`src/rtl/pll_rst_seq_pkg.sv`:
```
// Shared definitions for the PLL reset sequencer: state codes and the
// default cycle counts for a 48 MHz PLL output clock.
package pll_rst_seq_pkg;

   typedef enum logic [1:0] {
      ST_WAIT_LOCK = 2'd0,
      ST_HOLD_SYS  = 2'd1,
      ST_HOLD_CPU  = 2'd2,
      ST_RUN       = 2'd3
   } state_t;

   localparam int unsigned DEF_LOCK_STABLE_CYCLES = 1024;
   localparam int unsigned DEF_SYS_HOLD_CYCLES    = 256;
   localparam int unsigned DEF_CPU_HOLD_CYCLES    = 4800;   // 100 us
   localparam int unsigned DEF_DEBOUNCE_CYCLES    = 48000;  // 1 ms

   function automatic int unsigned max3(input int unsigned a,
                                        input int unsigned b,
                                        input int unsigned c);
      int unsigned m;
      m = (a > b) ? a : b;
      return (m > c) ? m : c;
   endfunction

endpackage

```
`src/rtl/pll_rst_seq_debounce.sv`:
```
// Button conditioner: 2-FF synchronizer followed by a stable-level counter.
// The output follows the synchronized input only after CYCLES unequal cycles.
module debounce
   import pll_rst_seq_pkg::*;
#(
   parameter int unsigned CYCLES = DEF_DEBOUNCE_CYCLES
) (
   input  logic clk,
   input  logic resetn,
   input  logic din,
   output logic dout
);

   localparam int unsigned    CW   = $clog2(CYCLES) + 1;
   localparam logic [CW-1:0]  LAST = CW'(CYCLES - 1);

   logic          meta;
   logic          sync;
   logic [CW-1:0] cnt;

   // Both flops reset to the released (high) level so no press is seen at start-up
   always_ff @(posedge clk) begin
      if (!resetn) begin
         meta <= 1'b1;
         sync <= 1'b1;
      end else begin
         meta <= din;
         sync <= meta;
      end
   end

   always_ff @(posedge clk) begin
      if (!resetn) begin
         cnt  <= '0;
         dout <= 1'b1;
      end else if (sync == dout) begin
         cnt  <= '0;
      end else if (cnt == LAST) begin
         dout <= sync;
         cnt  <= '0;
      end else begin
         cnt  <= cnt + CW'(1);
      end
   end

endmodule

```
`src/rtl/pll_rst_seq.sv`:
```
// Reset sequencer: waits for a stable PLL lock, releases the system reset,
// then the CPU RESB; handles the debounced reset button and sticky lock loss.
module pll_rst_seq
   import pll_rst_seq_pkg::*;
#(
   parameter int unsigned LOCK_STABLE_CYCLES = DEF_LOCK_STABLE_CYCLES,
   parameter int unsigned SYS_HOLD_CYCLES    = DEF_SYS_HOLD_CYCLES,
   parameter int unsigned CPU_HOLD_CYCLES    = DEF_CPU_HOLD_CYCLES,
   parameter int unsigned DEBOUNCE_CYCLES    = DEF_DEBOUNCE_CYCLES
) (
   input  logic       clk,
   input  logic       resetn,
   input  logic       pll_locked_i,
   input  logic       btn_resetn_i,
   output logic       sys_resetn_o,
   output logic       cpu_resb_o,
   output logic       run_o,
   output logic       lock_lost_o,
   output logic [1:0] state_o
);

   localparam int unsigned   MAX_HOLD = max3(LOCK_STABLE_CYCLES, SYS_HOLD_CYCLES,
                                             CPU_HOLD_CYCLES);
   localparam int unsigned   CW       = $clog2(MAX_HOLD) + 1;
   localparam logic [CW-1:0] L_LAST   = CW'(LOCK_STABLE_CYCLES - 1);
   localparam logic [CW-1:0] S_LAST   = CW'(SYS_HOLD_CYCLES - 1);
   localparam logic [CW-1:0] C_LAST   = CW'(CPU_HOLD_CYCLES - 1);

   logic          lock_meta;
   logic          locked_s;
   logic          btn_db;

   state_t        state;
   state_t        state_nxt;
   logic [CW-1:0] cnt;
   logic [CW-1:0] cnt_nxt;
   logic          lost_nxt;
   logic          sys_nxt;
   logic          cpu_nxt;

   always_ff @(posedge clk) begin
      if (!resetn) begin
         lock_meta <= 1'b0;
         locked_s  <= 1'b0;
      end else begin
         lock_meta <= pll_locked_i;
         locked_s  <= lock_meta;
      end
   end

   debounce #(
      .CYCLES (DEBOUNCE_CYCLES)
   ) u_btn_db (
      .clk    (clk),
      .resetn (resetn),
      .din    (btn_resetn_i),
      .dout   (btn_db)
   );

   // Lock loss is tested first in every post-lock state, then the button,
   // then hold expiry, which gives the required priority ordering.
   always_comb begin
      state_nxt = state;
      cnt_nxt   = cnt + CW'(1);
      lost_nxt  = lock_lost_o;

      case (state)
         ST_WAIT_LOCK: begin
            if (!locked_s) begin
               cnt_nxt = '0;
            end else if (cnt == L_LAST) begin
               state_nxt = ST_HOLD_SYS;
               cnt_nxt   = '0;
            end
         end
         ST_HOLD_SYS: begin
            if (!locked_s) begin
               state_nxt = ST_WAIT_LOCK;
               cnt_nxt   = '0;
               lost_nxt  = 1'b1;
            end else if (cnt == S_LAST) begin
               state_nxt = ST_HOLD_CPU;
               cnt_nxt   = '0;
            end
         end
         ST_HOLD_CPU: begin
            if (!locked_s) begin
               state_nxt = ST_WAIT_LOCK;
               cnt_nxt   = '0;
               lost_nxt  = 1'b1;
            end else if (!btn_db) begin
               cnt_nxt = '0;
            end else if (cnt == C_LAST) begin
               state_nxt = ST_RUN;
               cnt_nxt   = '0;
            end
         end
         ST_RUN: begin
            cnt_nxt = '0;
            if (!locked_s) begin
               state_nxt = ST_WAIT_LOCK;
               lost_nxt  = 1'b1;
            end else if (!btn_db) begin
               state_nxt = ST_HOLD_CPU;
            end
         end
         default: begin
            state_nxt = ST_WAIT_LOCK;
            cnt_nxt   = '0;
         end
      endcase

      sys_nxt = (state_nxt == ST_HOLD_CPU) || (state_nxt == ST_RUN);
      cpu_nxt = (state_nxt == ST_RUN);
   end

   // Outputs are decoded from the next state so they move with state_o
   always_ff @(posedge clk) begin
      if (!resetn) begin
         state        <= ST_WAIT_LOCK;
         cnt          <= '0;
         sys_resetn_o <= 1'b0;
         cpu_resb_o   <= 1'b0;
         run_o        <= 1'b0;
         lock_lost_o  <= 1'b0;
      end else begin
         state        <= state_nxt;
         cnt          <= cnt_nxt;
         sys_resetn_o <= sys_nxt;
         cpu_resb_o   <= cpu_nxt;
         run_o        <= cpu_nxt;
         lock_lost_o  <= lost_nxt;
      end
   end

   assign state_o = state;

endmodule

```
`config.mk`:
```
export PLATFORM = sky130hd
export DESIGN_NAME = pll_rst_seq
export DESIGN_NICKNAME = d
export VERILOG_FILES = /design/src/rtl/pll_rst_seq_pkg.sv /design/src/rtl/pll_rst_seq_debounce.sv /design/src/rtl/pll_rst_seq.sv
export SDC_FILE = /design/constraint.sdc
export NUM_CORES = 1
export LEC_CHECK = 0
export ABC_CLOCK_PERIOD_IN_PS = 3500
export CORE_MARGIN = 2
export CORE_UTILIZATION = 53
export DETAILED_ROUTE_END_ITERATION = 8
export GPL_TIMING_DRIVEN = 0
export PLACE_DENSITY_LB_ADDON = 0.2
export SLEW_MARGIN = 20
export SYNTH_ARGS = -nofsm -noshare
export SYNTH_HDL_FRONTEND = slang
export SYNTH_SLANG_ARGS = --single-unit
export TNS_END_PERCENT = 5
```
`constraint.sdc`:
```
create_clock -name clk -period 3.5 [get_ports clk]
set_input_delay 0.35 -clock clk [delete_from_list [all_inputs] [get_ports clk]]
set_output_delay 0.35 -clock clk [all_outputs]
set_load 0.05 [all_outputs]
```
## After elaboration in Yosys (flattened, before gate mapping)

Cells that the tools add are included.

| word-level totals | value |
|---|---|
| register bits | 41 |
| input bits | 4 |
| output and inout port bits | 6 |
| logic and storage cells | 50 |

| cells by class | value |
|---|---|
| add/subtract/negate cells | 2 |
| equal/unequal tests | 10 |
| multiplexer cells | 18 |
| bitwise logic cells | 3 |
| reduce and logical (&&, ||, !) cells | 6 |

Operator list:

| operator | number |
|---|---|
| $mux 14 | 7 |
| $pmux 14 s4 | 1 |
| $mux 2 | 9 |
| $add 17x1->17 const B | 1 |
| $eq 17x16->1 const B | 1 |
| $add 14x1->14 const B | 1 |
| $eq 14x10->1 const B | 1 |
| $eq 14x13->1 const B | 1 |
| $eq 14x8->1 const B | 1 |
| $eq 2x2->1 const B | 4 |
| $pmux 2 s4 | 1 |
| $reduce_or 3->1 | 2 |
| $reduce_and 2->1 | 2 |
| $not 1->1 | 3 |
| $eq 2x1->1 const B | 1 |
| $logic_not 2->1 | 1 |
| $eq 1x1->1 | 1 |
| $logic_or 1x1->1 | 1 |

## Depth between registers and ports, before layout

Gate-level depths: netlist of run 1.

| depth | value |
|---|---|
| depth after elaboration | 7 |
| mapped depth | 7 |
| mapped depth without buffers | 6 |

## By module

From an unflattened synthesis of run 1, not the netlist that was laid out.

| second synthesis, totals | value |
|---|---|
| cells, all modules | 200 |
| area, all modules | 1844.3 µm² |

By module, submodules not included:

| module | instances | cells an instance | area each (µm²) |
|---|---|---|---|
| pll_rst_seq | 1 | 103 | 964.7 |
| debounce | 1 | 97 | 879.6 |

## Worst setup path after synthesis of run 1

No wires, ideal clock.

| timing | value |
|---|---|
| path type | register to register |
| start point | reg u_btn_db.cnt[0] |
| end point | reg u_btn_db.cnt[16] |
| arrival | 1.855 ns |
| data required time | 3.385 ns |
| setup slack | 1.531 ns |
| cell stages (with the launch flop) | 8 |
| buffers on the path | 1 |
| clock period less this slack | 1.969 ns |
| path through | dfxtp_1 > ha_1 > nand2_1 > or3_4 > or4_4 > nand3_4 > buf_8 > nor2_1 |

| between the ends | value |
|---|---|
| longest elaborated chain between the ends | 2 |
| elaborated cells between the ends (all ways) | 3 |

RTL lines:

| element | RTL line | text |
|---|---|---|
| from (decl) | pll_rst_seq_debounce.sv:19 | `logic [CW-1:0] cnt;` |
| from (signal assigned) | pll_rst_seq_debounce.sv:42 | `cnt <= cnt + CW'(1);` |
| branches (longest 2 deep; another with $add 17x1->17) | - |  |

Several ways; the timed one is not identified.
A chain may end at the register's enable or synchronous reset.

## Worst setup path in the final report of run 1

| timing | value |
|---|---|
| start point | reg u_btn_db.cnt[0] |
| end point | reg u_btn_db.cnt[2] |

Same word-level chain as after synthesis.

==> results.toml, run 1 <==
[critical_path]
r2r_end = "u_btn_db.cnt[2]"
max_stage_delay_ns = 0.56
rr_startpoint = "u_btn_db.cnt[0]"
r2r_cells = 7
cp.required_ns = 3.75
cp_num_buf_inv = 1
worstSetupPathType = "register to register"
cp_slowest_cell = "or4_4"
worst-r2r-setup-slack_ns = 1.39
worstPathMaxFanout = 10
critical_path_arrival_ns = 2.36
path_cells = "ha_1 -> nand2_1 -> or3_4 -> or4_4 -> nand3_4 -> buf_8 -> nor2_1"
start_kind = "register"
crit_family = "simple AND/OR/NAND/NOR gates"
crit_path_end_kind = "register"

[routing]
ant_nets = 0
viasPerCell = 5.262
routed_wl_mm = 2.987
drc = 0
vias = 1347
first_iter_violations = 88
dr.pass1.iters = 4
post_drt_wl_per_cell_um = 11.67

[sta]
drv_slew = 0
fmax_ghz = 0.4734
tightest_slew_ns = 0.4937
skew_ns = 0.01218
hold_violations = 0
max-slew-margin-rel = 0.6678
setup_viol = 0
layout_setup_ws_ns = 1.387
rsz0062_at_grt = "false"
fin_tns_setup_ns = 0
post-route-period-util = 0.6036
finalCriticalPeriod_ns = 2.113

[yosys]
synth_seq_area_share = 0.4588
synth_warnings = 0
syn_area_per_cell_sq_um = 8.951
syn_inst = 195
syn_nets = 201
synth_area_sq_mm = 0.001745
synth.ff_latch_count = 40
synth_cell_types = 38

[power_and_ir_drop]
power_density_mw_per_mm2 = 409.8
ir_worst_vdd_uv = 278.0
cellLeakagePower_nw = 0.6786
total_power_w = 0.0008138

[global_routing]
grt_usage = 0.1908
grt_antenna_before_repair = 0
grtUsageMet3 = 0.04622
gr-usage-met2 = 0.3191
grt_pass1_wl_mm = 5.188
grt_max_degree = 13
grt_busiest_layer = "met2"
grt_pass1_vias = 1270
grt-ovfl-total = 0
grtUsageMet1 = 0.2189

[layout]
fin_cells = 256
fin_nets = 217
synthToLayoutAreaGrowth_pct = 13.76
post-route-util = 0.6399
drive_gt1_frac = 0.09434
fillers = 285
diodes = 0

[floorplan]
start_util = 0.5625
rows = 20
die_x_um = 61.39
ios = 10
die_h_um = 61.39
dieArea_sq_mm = 0.003768
core-area_sq_mm = 0.003103

[clocking]
clk_latency_ns = 0.35
hold_buffers = 0
htree_levels = 2
numCtsBuffers = 5
cts_setup_buffers = 0
clkTransAtPathRegs_ns = 0.11
clock_sinks = 40
ctsResizeCount = 0
cts_tree = "yes"
cts_buffer_depth = 2
root_buffer = "clkbuf_4"

[placed_design]
place.gp.congestion = 0.8144
preCtsSetupSlack_ns = 1.390
io_buffers = 9
hpwlAfterDp_mm = 2.175
placed_cells = 248

[hold_path]
min_path_type = "register to register"
min-delay-start = "u_btn_db.meta"
whs_endpoint = "u_btn_db.sync"
hold_depth = 1

[run_status]
status = "completed"

[flow_run]
drv_cap = 0
synth_stat cells:
| cell | instances | area share |
|---|---|---|
| nand2_1 | 14 | 0.030 |
| o21a_1 | 1 | 0.0043 |
| a21oi_2 | 1 | 0.0050 |
| or4_4 | 1 | 0.0065 |
| ha_1 | 2 | 0.014 |
| mux2i_1 | 1 | 0.0057 |
| buf_2 | 3 | 0.0086 |
| clkbuf_1 | 1 | 0.0021 |
| xnor2_1 | 10 | 0.050 |
| nand3b_1 | 1 | 0.0043 |
| and2_1 | 4 | 0.014 |
| o22ai_1 | 2 | 0.0072 |
| xor2_1 | 17 | 0.085 |
| nand4b_1 | 3 | 0.015 |
| nand4bb_2 | 1 | 0.0093 |
| or3_4 | 1 | 0.0065 |
| dfxtp_1 | 40 | 0.46 |
| nand3_1 | 10 | 0.029 |
| nand3_2 | 1 | 0.0057 |
| o31ai_1 | 1 | 0.0043 |
| nor2b_1 | 1 | 0.0036 |
| o21ai_0 | 1 | 0.0029 |
| a21oi_1 | 3 | 0.0086 |
| nand3_4 | 1 | 0.010 |
| and3_1 | 3 | 0.011 |
| or4_1 | 1 | 0.0043 |
| nand4_1 | 6 | 0.022 |
| nand2b_1 | 3 | 0.011 |
| nor2_1 | 42 | 0.090 |
| buf_8 | 1 | 0.0086 |
| nor4_1 | 3 | 0.011 |
| a211o_1 | 1 | 0.0050 |
| inv_1 | 3 | 0.0065 |
| and4_1 | 1 | 0.0050 |
| a2bb2oi_1 | 1 | 0.0050 |
| nor3_1 | 5 | 0.014 |
| or3_1 | 2 | 0.0072 |
| buf_4 | 2 | 0.0086 |
kinds of logic (layout without fill, tap and decap cells):
kind of cell / count (synthesis) / in the layout / share of synthesized area
adder cells (fa/ha/maj): 2 / 2 / 0.01433
XOR/XNOR: 27 / 27 / 0.1355
AO/OA/AOI/OAI: 11 / 11 / 0.04229
flip-flops: 40 / 40 / 0.4588
buffers and inverters: 10 / 27 / 0.03440
AND/OR/NAND/NOR: 104 / 104 / 0.3090
multiplexers: 1 / 1 / 0.005735
per-layer routing:
metal  vias to the layer above  part of all wire
li1                        692                 -
met5                         -                 0
met4                         0             0.025
met2                        18              0.50
met1                       629              0.44
met3                         8             0.028
flip-flops by register name, summed over array words and instances, names as in the netlist:
register,flops
cnt,14
lock_lost_o,1
lock_meta,1
locked_s,1
run_o,1
state_o,1
sys_resetn_o,1
u_btn_db.cnt,17
u_btn_db.dout,1
u_btn_db.meta,1
u_btn_db.sync,1
cells in the final DEF, fill, tap and decap left out, types with 2 or more instances in the layout:
cell / instances
buf_2: 3
ha_1: 2
and2_1: 4
and3_1: 3
nor4_1: 3
o22ai_1: 2
nand2_1: 14
or3_1: 2
xor2_1: 17
clkbuf_4: 5
xnor2_1: 10
dfxtp_1: 40
buf_4: 2
nand4b_1: 3
clkbuf_8: 2
nor3_1: 5
nand2b_1: 3
clkdlybuf4s50_1: 9
nor2_1: 42
inv_1: 3
nand4_1: 6
a21oi_1: 3
nand3_1: 10
power breakdown:
part / switching, W / internal (W) / total [W]
Combinational: 0.00000793 / 0.00000742 / 0.0000153
Clock: 0.000148 / 0.000190 / 0.000338
Sequential: 0.00000243 / 0.000458 / 0.000461
worst register-to-register path, stage by stage (launching register included):
cell	delay [ns]
dfxtp_1	0.37
ha_1	0.21
nand2_1	0.11
or3_4	0.43
or4_4	0.56
nand3_4	0.15
buf_8	0.14
nor2_1	0.05
layout make-up:
type | count | area (sq um) | share of cell area
buffer | 7 | 48.80 | 0.02457
clock buffer | 7 | 65.06 | 0.03277
inverter | 3 | 11.26 | 0.005671
timing repair buffer | 9 | 90.09 | 0.04537
multi-input combinational | 145 | 884.6 | 0.4455
sequential | 40 | 800.8 | 0.4033
clock inverter | 1 | 30.03 | 0.01512
tap | 44 | 55.05 | 0.02773
how the worst max path moves through the flow:
stage	slack [ns]	to	from	cells after the start
global route	1.24	cnt[5]	cnt[0]	7
global placement	1.42	u_btn_db.cnt[16]	u_btn_db.cnt[0]	7
finish	1.39	u_btn_db.cnt[2]	u_btn_db.cnt[0]	7
detailed placement	1.39	u_btn_db.cnt[2]	u_btn_db.cnt[0]	7
CTS	1.37	u_btn_db.cnt[2]	u_btn_db.cnt[0]	7
floorplan	1.53	u_btn_db.cnt[16]	u_btn_db.cnt[0]	7
through the flow:
step	hold WS (ns)	instance area (sq um)
finish	0.4256	1986
global route	0.4544	1986
CTS	0.4322	1986
detailed placement	0.4010	1891
global placement	0.4014	1891
floorplan	0.3863	1745
No activity file was read; power rests on OpenSTA's default activity.
==> inputs of run 2 (changes only) <==
--- a/config.mk
+++ b/config.mk
@@ -5,9 +5,9 @@
 export SDC_FILE = /design/constraint.sdc
 export NUM_CORES = 1
 export LEC_CHECK = 0
-export ABC_CLOCK_PERIOD_IN_PS = 3500
+export ABC_CLOCK_PERIOD_IN_PS = 1800
 export CORE_MARGIN = 2
-export CORE_UTILIZATION = 53
+export CORE_UTILIZATION = 52
 export DETAILED_ROUTE_END_ITERATION = 8
 export GPL_TIMING_DRIVEN = 0
 export PLACE_DENSITY_LB_ADDON = 0.2
==> constraint.sdc (replaced) <==
create_clock -name clk -period 1.8 [get_ports clk]
set_input_delay 0.18 -clock clk [delete_from_list [all_inputs] [get_ports clk]]
set_output_delay 0.18 -clock clk [all_outputs]
set_load 0.05 [all_outputs]
==> run 2 against run 1 <==
Against the previous run: the flow now finishes with violations (negative setup slack); clock power up 71%; wire length increased by 2.6%; non-clock buffer count grew 3; critical path depth is the same; total power increased by 86%; core utilization is 1.2 points lower; final cell count increased by 2.0%; sequential power up 94%; die area increased by 1.8%; first-iteration DRC count stayed put; register-to-register slack lost 1.4 ns.
==> results.toml, run 2 (synthesis results as in run 1) <==
[run_status]
status = "complete, but fails checks"
violations = "negative setup slack"

[placed_design]
dpl_cell_area_sq_mm = 0.001897
hpwlAfterDp_mm = 2.185
io_buffers = 9
preCtsSetupSlack_ns = -0.2757
place.gp.congestion = 0.8007

[layout]
fin_nets = 220
layout_commonest_cell = "nor2_1"
largest_register_ffs = 17
fillers = 288
diodes = 0
top_register = "u_btn_db.cnt"
final_cell_mix = "42 x nor2_1, 31 x dfxtp_1, 17 x xor2_1"
drive_gt1_frac = 0.1907
fin_area_sq_mm = 0.002061
synthToLayoutAreaGrowth_pct = 18.06
top_regs = "u_btn_db.cnt x17, cnt x14"

[floorplan]
core-area_sq_mm = 0.003284
rows = 21
ios = 10
start_util = 0.5314
dieArea_sq_mm = 0.003836
die_h_um = 61.94
die_x_um = 61.94

[sta]
max-slew-margin-rel = 0.6716
rsz0062_at_grt = "true"
hold_violations = 0
skew_ns = 0.01630
fmax_ghz = 0.5481
finalCriticalPeriod_ns = 1.825
tightest_slew_ns = 0.4888
setup_viol = 15
layout_setup_ws_ns = -0.02457
post-route-period-util = 1.014
drv_slew = 0

[routing]
drc = 0
viasPerCell = 5.203
dr_wl_met2_mm = 1.547
routed_wl_mm = 3.066
top_layer_used = "met4"
vias = 1358
wl_met3_um = 90
post_drt_wl_per_cell_um = 11.75
dr.pass1.iters = 4
ant_nets = 0
first_iter_violations = 88
wl_met1_mm = 1.368

[hold_path]
min_path_type = "input port to register"
hold_depth = 2
min-delay-start = "btn_resetn_i"

[clocking]
numCtsBuffers = 5
cts_buffer_depth = 2
hold_buffers = 0
clock_sinks = 40
clk_latency_ns = 0.35
htree_levels = 2
root_buffer = "clkbuf_4"
clkTransAtPathRegs_ns = 0.11
cts_tree = "yes"

[global_routing]
grt_pass1_wl_mm = 5.230
grt_pass1_vias = 1226
grt_antenna_before_repair = 0
grt_usage = 0.1883
grt_max_degree = 14
grt-ovfl-total = 0

[critical_path]
rr_startpoint = "u_btn_db.cnt[0]"
cp.required_ns = 2.04
crit_path_end_kind = "register"
worstPathMaxFanout = 10
crit_start = "u_btn_db.cnt[0]"
worstSetupPathType = "register to register"
start_kind = "register"
r2r_cells = 7
critical_path_arrival_ns = 2.06

[power_and_ir_drop]
power_density_mw_per_mm2 = 733.5
cellLeakagePower_nw = 0.7003
ir_worst_vdd_uv = 442.4

[flow_run]
drv_cap = 0
run 2: timing repair:
action	4_1_cts	5_1_grt
pin swaps	1	0
setup buffers	2	1
resized for setup	18	3
endpoints found under the setup margin	29	30
run 2: metrics by stage:
step / hold WS, ns / setup TNS, ns / util / power, W / instances
global placement: 0.3983 / -3.174 / 0.5775 / 0.0009453 / 250
detailed placement: 0.4019 / -3.924 / 0.5775 / 0.0009466 / 250
CTS: 0.3783 / -0.1634 / 0.6251 / 0.001528 / 260
global route: 0.3898 / -1.480 / 0.6274 / 0.001570 / 261
floorplan: 0.2815 / 0 / - / 0.0009341 / 195
finish: 0.3958 / -0.1869 / 0.6274 / 0.001512 / 261
run 2: area by class of cell:
cell class | count | area (sq um) | share of cell area
inverters | 3 | 11.26 | 0.005464
clock buffers | 5 | 37.54 | 0.01821
clock inverters | 3 | 42.54 | 0.02064
well taps | 46 | 57.56 | 0.02793
multi-input cells | 145 | 937.1 | 0.4548
flip-flops and latches | 40 | 812.0 | 0.3940
plain buffers | 7 | 55.05 | 0.02672
repair buffers | 12 | 107.6 | 0.05222
run 2: path summary, 6_finish.rpt:
path | end | slack (ns)
setup / recovery | u_btn_db.cnt[4] | -0.02
hold reg to reg | u_btn_db.sync | 0.41
hold / removal | u_btn_db.meta | 0.40
setup reg to reg | u_btn_db.cnt[4] | -0.02
run 2: report_power, final:
group / internal [W] / leakage (nW) / switching [W]
sequential: 0.000891 / 0.328 / 0.00000504
combinational: 0.0000185 / 0.331 / 0.0000171
clock: 0.000290 / 0.0412 / 0.000290
total: 0.00120 / 0.700 / 0.000312
run 2: metal layers:
layer,up-vias,GRT usage
met5,-,0
met1,633,0.2157
met2,15,0.3173
met4,0,0.08815
li1,702,-
met3,8,0.06211
run 2: worst max-delay path, stage by stage (launching register included):
cell and delay [ns]:
dfxtp_2 0.37, ha_4 0.16, nand2_4 0.06, or3_4 0.36, or4_4 0.46, nand3_4 0.13, buf_8 0.13, nor2_1 0.05
